File: config.mk
export PLATFORM = sky130hd
export DESIGN_NAME = uart_tx_scheduler
export DESIGN_NICKNAME = d
export VERILOG_FILES = /design/src/rtl/uart_pkg.sv /design/src/rtl/uart_baud_gen.sv /design/src/rtl/uart_tx_scheduler.sv
export SDC_FILE = /design/constraint.sdc
export NUM_CORES = 1
export LEC_CHECK = 0
export ABC_AREA = 1
export CAP_MARGIN = 20
export CORE_ASPECT_RATIO = 0.8
export CORE_MARGIN = 3
export CORE_UTILIZATION = 49
export DETAILED_ROUTE_END_ITERATION = 6
export PLACE_DENSITY = 0.84
export SLEW_MARGIN = 10
export SYNTH_ARGS = -nofsm -noshare
export SYNTH_HDL_FRONTEND = slang
export SYNTH_SLANG_ARGS = --single-unit
File: constraint.sdc
create_clock -name clk -period 5.55 [get_ports clk]
set_input_delay 1.11 -clock clk [delete_from_list [all_inputs] [get_ports clk]]
set_output_delay 1.11 -clock clk [all_outputs]
set_load 0.02 [all_outputs]
File: src/rtl/uart_pkg.sv
// ============================================================================
// uart_pkg : shared UART frame constants and transmit-sequencer state encoding
// Rev 1.0  : initial release
// ============================================================================
`default_nettype none

package uart_pkg;

  localparam int FRAME_BITS_1STOP = 10;
  localparam int FRAME_BITS_2STOP = 11;
  localparam int DEFAULT_CLK_DIV  = 434;

  typedef enum logic {
    IDLE = 1'b0,
    SEND = 1'b1
  } tx_state_e;

endpackage

`default_nettype wire

File: src/rtl/uart_baud_gen.sv
// ============================================================================
// uart_baud_gen : free-running bit-period divider, one-cycle tick per period
// Rev 1.0       : initial release
// ============================================================================
`default_nettype none

module uart_baud_gen
  import uart_pkg::*;
#(
  parameter int CLK_DIV = DEFAULT_CLK_DIV
) (
  input  logic clk,
  input  logic rst,
  output logic o_tick
);

  localparam int              c_CW   = (CLK_DIV > 1) ? $clog2(CLK_DIV) : 1;
  localparam logic [c_CW-1:0] c_LAST = c_CW'(CLK_DIV - 1);
  localparam logic [c_CW-1:0] c_ONE  = c_CW'(1);

  logic [c_CW-1:0] r_cnt;

  always_ff @(posedge clk or posedge rst) begin
    if (rst) begin
      r_cnt <= '0;
    end else if (r_cnt == c_LAST) begin
      r_cnt <= '0;
    end else begin
      r_cnt <= r_cnt + c_ONE;
    end
  end

  assign o_tick = (r_cnt == c_LAST);

endmodule

`default_nettype wire

File: src/rtl/uart_tx_scheduler.sv
// ============================================================================
// uart_tx_scheduler : round-robin byte arbiter and frame sequencer for UART TX
// Rev 1.0           : initial release
// ============================================================================
`default_nettype none

module uart_tx_scheduler
  import uart_pkg::*;
#(
  parameter int NUM_REQ   = 4,
  parameter int CLK_DIV   = DEFAULT_CLK_DIV,
  parameter int STOP_BITS = 1
) (
  input  logic                   clk,
  input  logic                   rst,
  input  logic                   i_sched_en,
  input  logic [NUM_REQ-1:0]     i_req_valid,
  input  logic [8*NUM_REQ-1:0]   i_req_data,
  output logic [NUM_REQ-1:0]     o_req_ack,
  output logic [2:0]             o_grant_id,
  output logic                   o_tx_enable,
  output logic                   o_tx_din_rdy,
  output logic [7:0]             o_tx_din_byte,
  output logic                   o_busy
);

  localparam int                 c_FRAME_BITS = (STOP_BITS == 2) ? FRAME_BITS_2STOP
                                                                 : FRAME_BITS_1STOP;
  localparam logic [3:0]         c_LAST_BIT   = 4'(c_FRAME_BITS - 1);
  localparam logic [2:0]         c_PTR_RST    = 3'(NUM_REQ - 1);
  localparam logic [NUM_REQ-1:0] c_ONE_HOT    = NUM_REQ'(1);

  tx_state_e   r_state;
  logic [3:0]  r_bit_cnt;
  logic        r_hold_valid;
  logic [7:0]  r_hold_byte;
  logic [2:0]  r_grant_id;
  logic [2:0]  r_ptr;

  logic        w_tick;
  logic [7:0]  w_bytes [8];
  logic [7:0]  w_valid;
  logic        w_hi_found, w_lo_found, w_any;
  logic [2:0]  w_hi_sel, w_lo_sel, w_sel;
  logic        w_grant, w_window, w_load;

  uart_baud_gen #(.CLK_DIV(CLK_DIV)) u_baud (
    .clk    (clk),
    .rst    (rst),
    .o_tick (w_tick)
  );

  // Pad requesters out to eight lanes so a 3-bit index always fits exactly.
  for (genvar g = 0; g < 8; g++) begin : g_slot
    if (g < NUM_REQ) begin : g_used
      assign w_bytes[g] = i_req_data[8*g +: 8];
      assign w_valid[g] = i_req_valid[g];
    end else begin : g_unused
      assign w_bytes[g] = 8'h00;
      assign w_valid[g] = 1'b0;
    end
  end

  // Lowest valid index above the pointer wins; otherwise wrap to the lowest at/below it.
  always_comb begin
    w_hi_found = 1'b0;
    w_hi_sel   = 3'd0;
    w_lo_found = 1'b0;
    w_lo_sel   = 3'd0;
    for (int i = 7; i >= 0; i--) begin
      if (w_valid[i]) begin
        if (i > int'(r_ptr)) begin
          w_hi_found = 1'b1;
          w_hi_sel   = 3'(i);
        end else begin
          w_lo_found = 1'b1;
          w_lo_sel   = 3'(i);
        end
      end
    end
    w_any = w_hi_found | w_lo_found;
    w_sel = w_hi_found ? w_hi_sel : w_lo_sel;
  end

  // Gated by rst so the combinational ack stays quiet while reset is held.
  assign w_grant  = !rst && !r_hold_valid && i_sched_en && w_any;
  assign w_window = (r_state == IDLE) || (r_state == SEND && r_bit_cnt == c_LAST_BIT);
  assign w_load   = o_tx_din_rdy && w_tick;

  always_ff @(posedge clk or posedge rst) begin
    if (rst) begin
      r_state      <= IDLE;
      r_bit_cnt    <= 4'd0;
      r_hold_valid <= 1'b0;
      r_hold_byte  <= 8'h00;
      r_grant_id   <= 3'd0;
      r_ptr        <= c_PTR_RST;
    end else if (w_load) begin
      r_state      <= SEND;
      r_bit_cnt    <= 4'd0;
      r_hold_valid <= 1'b0;
    end else begin
      if (w_grant) begin
        r_hold_valid <= 1'b1;
        r_hold_byte  <= w_bytes[w_sel];
        r_grant_id   <= w_sel;
        r_ptr        <= w_sel;
      end
      if (w_tick && r_state == SEND) begin
        if (r_bit_cnt == c_LAST_BIT) begin
          r_state   <= IDLE;
          r_bit_cnt <= 4'd0;
        end else begin
          r_bit_cnt <= r_bit_cnt + 4'd1;
        end
      end
    end
  end

  assign o_req_ack     = w_grant ? (c_ONE_HOT << w_sel) : '0;
  assign o_grant_id    = r_grant_id;
  assign o_tx_enable   = w_tick;
  assign o_tx_din_rdy  = r_hold_valid && w_window;
  assign o_tx_din_byte = r_hold_byte;
  assign o_busy        = r_hold_valid || (r_state == SEND);

endmodule

`default_nettype wire
=== Word-level counts from Yosys, hierarchy flattened ===
Index checks and enable logic that the tools add are counted.
Widths: inputs -> output; s select.

* Register bits after elaboration: 29
* Bits in latches: 0
* Memory bits (writable): 0
* Memory bits (read-only): 0
* Output and inout bits: 18
* Word-level logic and storage cells: 76
* Memories: 0

* Add/sub/neg operators: 2
* Multiply operators: 0
* Divide/modulo/power cells: 0
* $lt $le $gt $ge: 4
* Equality and inequality tests: 2
* Shift-type cells: 1
* Multiplexer cells: 40
* Bitwise gates (word level): 4
* Reduce and logical (&&, ||, !) cells: 16

{| class="wikitable"
|+ Operators by type and width
! kind !! number
|-
| $mux 3 || 10
|-
| $bmux 8 s3 || 1
|-
| $mux 1 || 18
|-
| $mux 4 || 4
|-
| $mux 8 || 2
|-
| $add 9x1->9 const B || 1
|-
| $eq 9x9->1 const B || 1
|-
| $mux 9 || 1
|-
| $mux 2 || 4
|-
| $logic_and 1x1->1 || 7
|-
| $gt 2x3->1 const A || 2
|-
| $reduce_bool 2->1 || 3
|-
| $add 4x1->4 const B || 1
|-
| $eq 4x4->1 const B || 1
|-
| $ge 4x4->1 const B || 1
|-
| $not 3->4 || 1
|-
| $reduce_and 2->1 || 2
|-
| $shl 1x3->4 const A || 1
|-
| $gt 1x3->1 const A || 1
|-
| $logic_not 1->1 || 2
|-
| $logic_or 1x1->1 || 2
|-
| $not 1->1 || 2
|-
| $or 1x1->1 || 1
|}

=== Depth between registers and ports, before layout ===
* Word-level depth: 13
* Mapped depth: 13
* Depth with buffers taken out: 12

=== By module ===
A second synthesis with hierarchy kept.

* Cell total of the unflattened synthesis: 276
* Area total of the unflattened synthesis: 1,884.3 um^2

{| class="wikitable"
|+ Modules (own cells, without submodules)
! module !! times used !! cells an instance !! area each (um^2)
|-
| uart_tx_scheduler || 1 || 214 || 1,393.8
|-
| uart_baud_gen || 1 || 62 || 490.5
|}

=== Least setup slack after synthesis ===
No wires, ideal clock.

* Path type: input to output
* Start point: in rst
* End point: out o_req_ack[0]
* Arrival: 2.555 ns
* Data required time: 4.440 ns
* Setup slack: 1.885 ns
* Stages on the path: 6
* Buffers on the path: 1
* Path through: inv_1 -> nand3_1 -> a21oi_2 -> inv_2 -> buf_6 -> nor3_2

* Longest elaborated chain between the ends: 5

{| class="wikitable"
|+ Ends and longest elaborated chain
! element !! line !! RTL
|-
| start: declaration || uart_tx_scheduler.sv:15 || <nowiki>input logic rst,</nowiki>
|-
| $logic_not 1->1 (no line) || -- ||
|-
| $logic_and 1x1->1 (3 in a row) || uart_tx_scheduler.sv:86 || <nowiki>assign w_grant = !rst && !r_hold_valid && i_sched_en && w_any;</nowiki>
|-
| $mux 4 || uart_tx_scheduler.sv:120 || <nowiki>assign o_req_ack = w_grant ? (c_ONE_HOT << w_sel) : '0;</nowiki>
|-
| end: declaration || uart_tx_scheduler.sv:19 || <nowiki>output logic [NUM_REQ-1:0] o_req_ack,</nowiki>
|}

No other way between the ends.

=== Final worst setup path ===
* Start point: in i_req_valid[1]
* End point: out o_req_ack[1]

* Longest elaborated chain between the ends: 5
* Elaborated cells between the ends (all ways): 11
* Classes of those cells: shift: 1; mux: 8; bitwise: 1; reduce/logical: 1

{| class="wikitable"
|+ Ends and longest elaborated chain
! element !! line !! RTL
|-
| start: declaration || uart_tx_scheduler.sv:17 || <nowiki>input logic [NUM_REQ-1:0] i_req_valid,</nowiki>
|-
| $mux 3 or $mux 1 (tied branches) (2 in a row) || uart_tx_scheduler.sv:71 || <nowiki>if (w_valid[i]) begin</nowiki>
|-
| $mux 3 or $or 1x1->1 (tied branches) || uart_tx_scheduler.sv:82, uart_tx_scheduler.sv:81 ||
|-
| $shl 1x3->4 or $logic_and 1x1->1 (tied branches) || uart_tx_scheduler.sv:120, uart_tx_scheduler.sv:86 ||
|-
| $mux 4 (*) || uart_tx_scheduler.sv:120 ||
|}

Every way passes the cells marked *; elsewhere a longest branch is shown, timed or not.

==> run metrics <==
Top Layer Used=met4; share of cells above drive strength 1=7.31%; Largest delay share family, worst path=buffers and inverters; crit path DAT=3420 ps; die height=59.3 um; total track usage=20.1%; worst reg-to-reg path cell count=7; vias=1723; crit start category=primary input; cell count along the critical path=10; Cells on Worst Hold Path=2; largest area contributor in the netlist=dfrtp_1; CP max stage delay=640 ps; slew margin rel.=58.1%; post-synthesis sequential area ratio=39.0%; final setup fails=0; CTS tree=yes; worst-skew pair later-pin latency=270 ps; DR WL/cell=12.1 um; Sinks on Clock Net=27; met3 WL=190 um; drt total wl=4.12 mm; CTS clk-pin slew, worst paths=100 ps; Std-Cell Rows=18; Crit Path Class=in -> out; Port-buffer cells=55; # Post-CTS Setup Buffers=0; hpwl dp=3.20 mm; fin crit share=81.5%; peak supply drop=0.103 mV; Core ar.=3240 sq um; Worst Hold Class=reg -> reg; status=finished, final reports clean; cell chain of the critical path=clkdlybuf4s50_1, nand2_2, nand2_2, inv_2, nand2_1, nor2_1, a21oi_2, inv_2, nor3_2, clkdlybuf4s50_1; Max FO, Critical Path=16; post-CTS sizing=0; CP max-delay cell=clkdlybuf4s50_1; met2 WL=1.93 mm; crit end category=output port; nets=345; max capacitance violation total=0; Cell Area, Synth=1740 sq um; syn_nets=291; clk_skew=8.84 ps; Max Slew Vio Count=0; Final Hold Violating Endpoints=0; Hold Buf Count CTS=0; Area Growth Syn to Fin=34.6%; Post-Syn Instances=248; total grt overflow=0; Yosys Warn Count=0; met1 wire length=1.96 mm; Worst-Margin Slew=623 ps; top post-synthesis cells by area=dfrtp_1 (36%), nand2_1 (25%), nand3_1 (6.3%); Boundary Pins=57; vias in the first global route=1590; Syn Area/Cell=7.01 sq um; initial antenna violation count=0; fmax=221 MHz; final antenna-violating net count=0; worst hold slack=484 ps; Worst Path Required=4440 ps; Util after Layout=72.2%; Lkg Pwr=1.19 nW; Clock H-tree levels=1; TritonCTS Buffers=3; first-pass GRT wire length=6.88 mm; Initial DRC Count=82; largest net degree at the start of global routing=28; library cells used by synthesis=29; n_diodes=0; unrepaired setup endpoints after global routing=no; root buf cell=clkbuf_8; Synth top area share=36.0%; Buffers & Inverters on Critical Path=4; min Tclk post-route=4530 ps; Starting Density=53.6%; Synth Register Bits=27; drc violations=0; drt pass-1 iters=4; setup TNS=0 ps; drt via density=5.05; power per cell area=160 nW/um^2; Max clock buf depth=2; Die X=72.6 um; die area=4300 sq um; Placer Congestion=0.891
tightest hold or removal path: stages, from the launching register on:
cell,delay [ps]
dfrtp_1,360
nand2_1,50
nand2_1,40
cells in the mapped netlist, drive strengths merged:
library cell  count
xor2              2
o211ai            2
nor4              1
conb              1
or2               1
nand4             2
nand3            23
nand2           119
nor2             13
dfrtp            25
xnor2             1
o21ai             6
ha                4
nor3b             1
inv              19
nor3              8
a21oi             9
buf               8
a21boi            1
dfstp             2
logic make-up after synthesis:
| group | count (synthesis) | share of synthesized area (%) |
|---|---|---|
| and+or+nand+nor | 168 | 42.9 |
| buffers and inverters | 27 | 7.70 |
| DFF | 27 | 39.0 |
| AOI/OAI and AO/OA | 18 | 5.83 |
| adders and majority gates | 4 | 2.88 |
| xor gates and xnor gates | 3 | 1.51 |
| other | 1 | 0.216 |
registers in the layout (all words and copies together) (netlist names):
signal,flops
o_tx_din_byte,8
u_baud.r_cnt,9
r_state,1
o_grant_id,2
r_hold_valid,1
r_bit_cnt,4
r_ptr,2
layout make-up:
type	instances	area [sq um]
clock buffer	3	41.3
clock inverter	1	7.51
fill	278	902
inverter	19	71.3
multi-input combinational	194	927
sequential	27	678
tap	40	50.0
timing repair buffer	57	566
stage by stage:
| step | worst slack [ps] | total power [mW] | cells | cell area [sq um] |
|---|---|---|---|---|
| floorplan | 1890 | 0.234 | 248 | 1740 |
| global placement | 1100 | 0.266 | 337 | 2290 |
| detailed placement | 1040 | 0.267 | 337 | 2290 |
| CTS | 1020 | 0.376 | 341 | 2340 |
| global route | 798 | 0.393 | 341 | 2340 |
| finish | 1020 | 0.375 | 341 | 2340 |
placed cells by master (no fill, tap or decap):
cell type | synthesis | final
o21ai_1 | 1 | 1
o21ai_0 | 5 | 5
ha_1 | 4 | 4
nand2_1 | 114 | 114
buf_4 | 4 | 2
dfstp_2 | 2 | 2
nor3b_1 | 1 | 1
conb_1 | 1 | 1
nand3_2 | 1 | 1
clkdlybuf4s50_1 | 0 | 55
nor4_4 | 1 | 1
xnor2_1 | 1 | 1
nand4_1 | 2 | 2
nor3_1 | 4 | 4
nor2_1 | 13 | 13
or2_1 | 1 | 1
a21oi_2 | 1 | 1
nor3_2 | 4 | 4
nand2_4 | 2 | 2
o211ai_1 | 2 | 2
dfrtp_1 | 25 | 25
clkinvlp_4 | 0 | 1
nand3_1 | 22 | 22
a21boi_1 | 1 | 1
inv_1 | 17 | 17
clkbuf_8 | 0 | 3
inv_2 | 2 | 2
a21oi_1 | 8 | 8
nand2_2 | 3 | 3
xor2_1 | 2 | 2
power breakdown:
part	internal (mW)	switching, mW
clock	0.0509	0.0610
sequential	0.197	0
combinational	0.0349	0.0312
worst paths after layout:
check / end / slack [ps] / from
setup / recovery: o_req_ack[1] / 1020 / i_req_valid[1]
hold / removal: o_grant_id[1]$_DFFE_PP0P_ / 480 / o_grant_id[1]$_DFFE_PP0P_
setup reg to reg: r_bit_cnt[3]$_DFFE_PP0P_ / 3690 / u_baud.r_cnt[1]$_DFF_PP0_
hold reg to reg: o_grant_id[1]$_DFFE_PP0P_ / 480 / o_grant_id[1]$_DFFE_PP0P_
max in group asynchronous: r_ptr[1]$_DFFE_PP1P_ / 3980 / rst
min in group asynchronous: o_tx_din_byte[1]$_DFFE_PP0P_ / 1280 / rst
metal layers:
layer	global-route usage [%]	vias to the layer above
li1	-	886
met1	28.1	791
met2	33.0	42
met3	3.90	4
met4	3.16	0
met5	0	-
(Power assumes the default switching activity.)
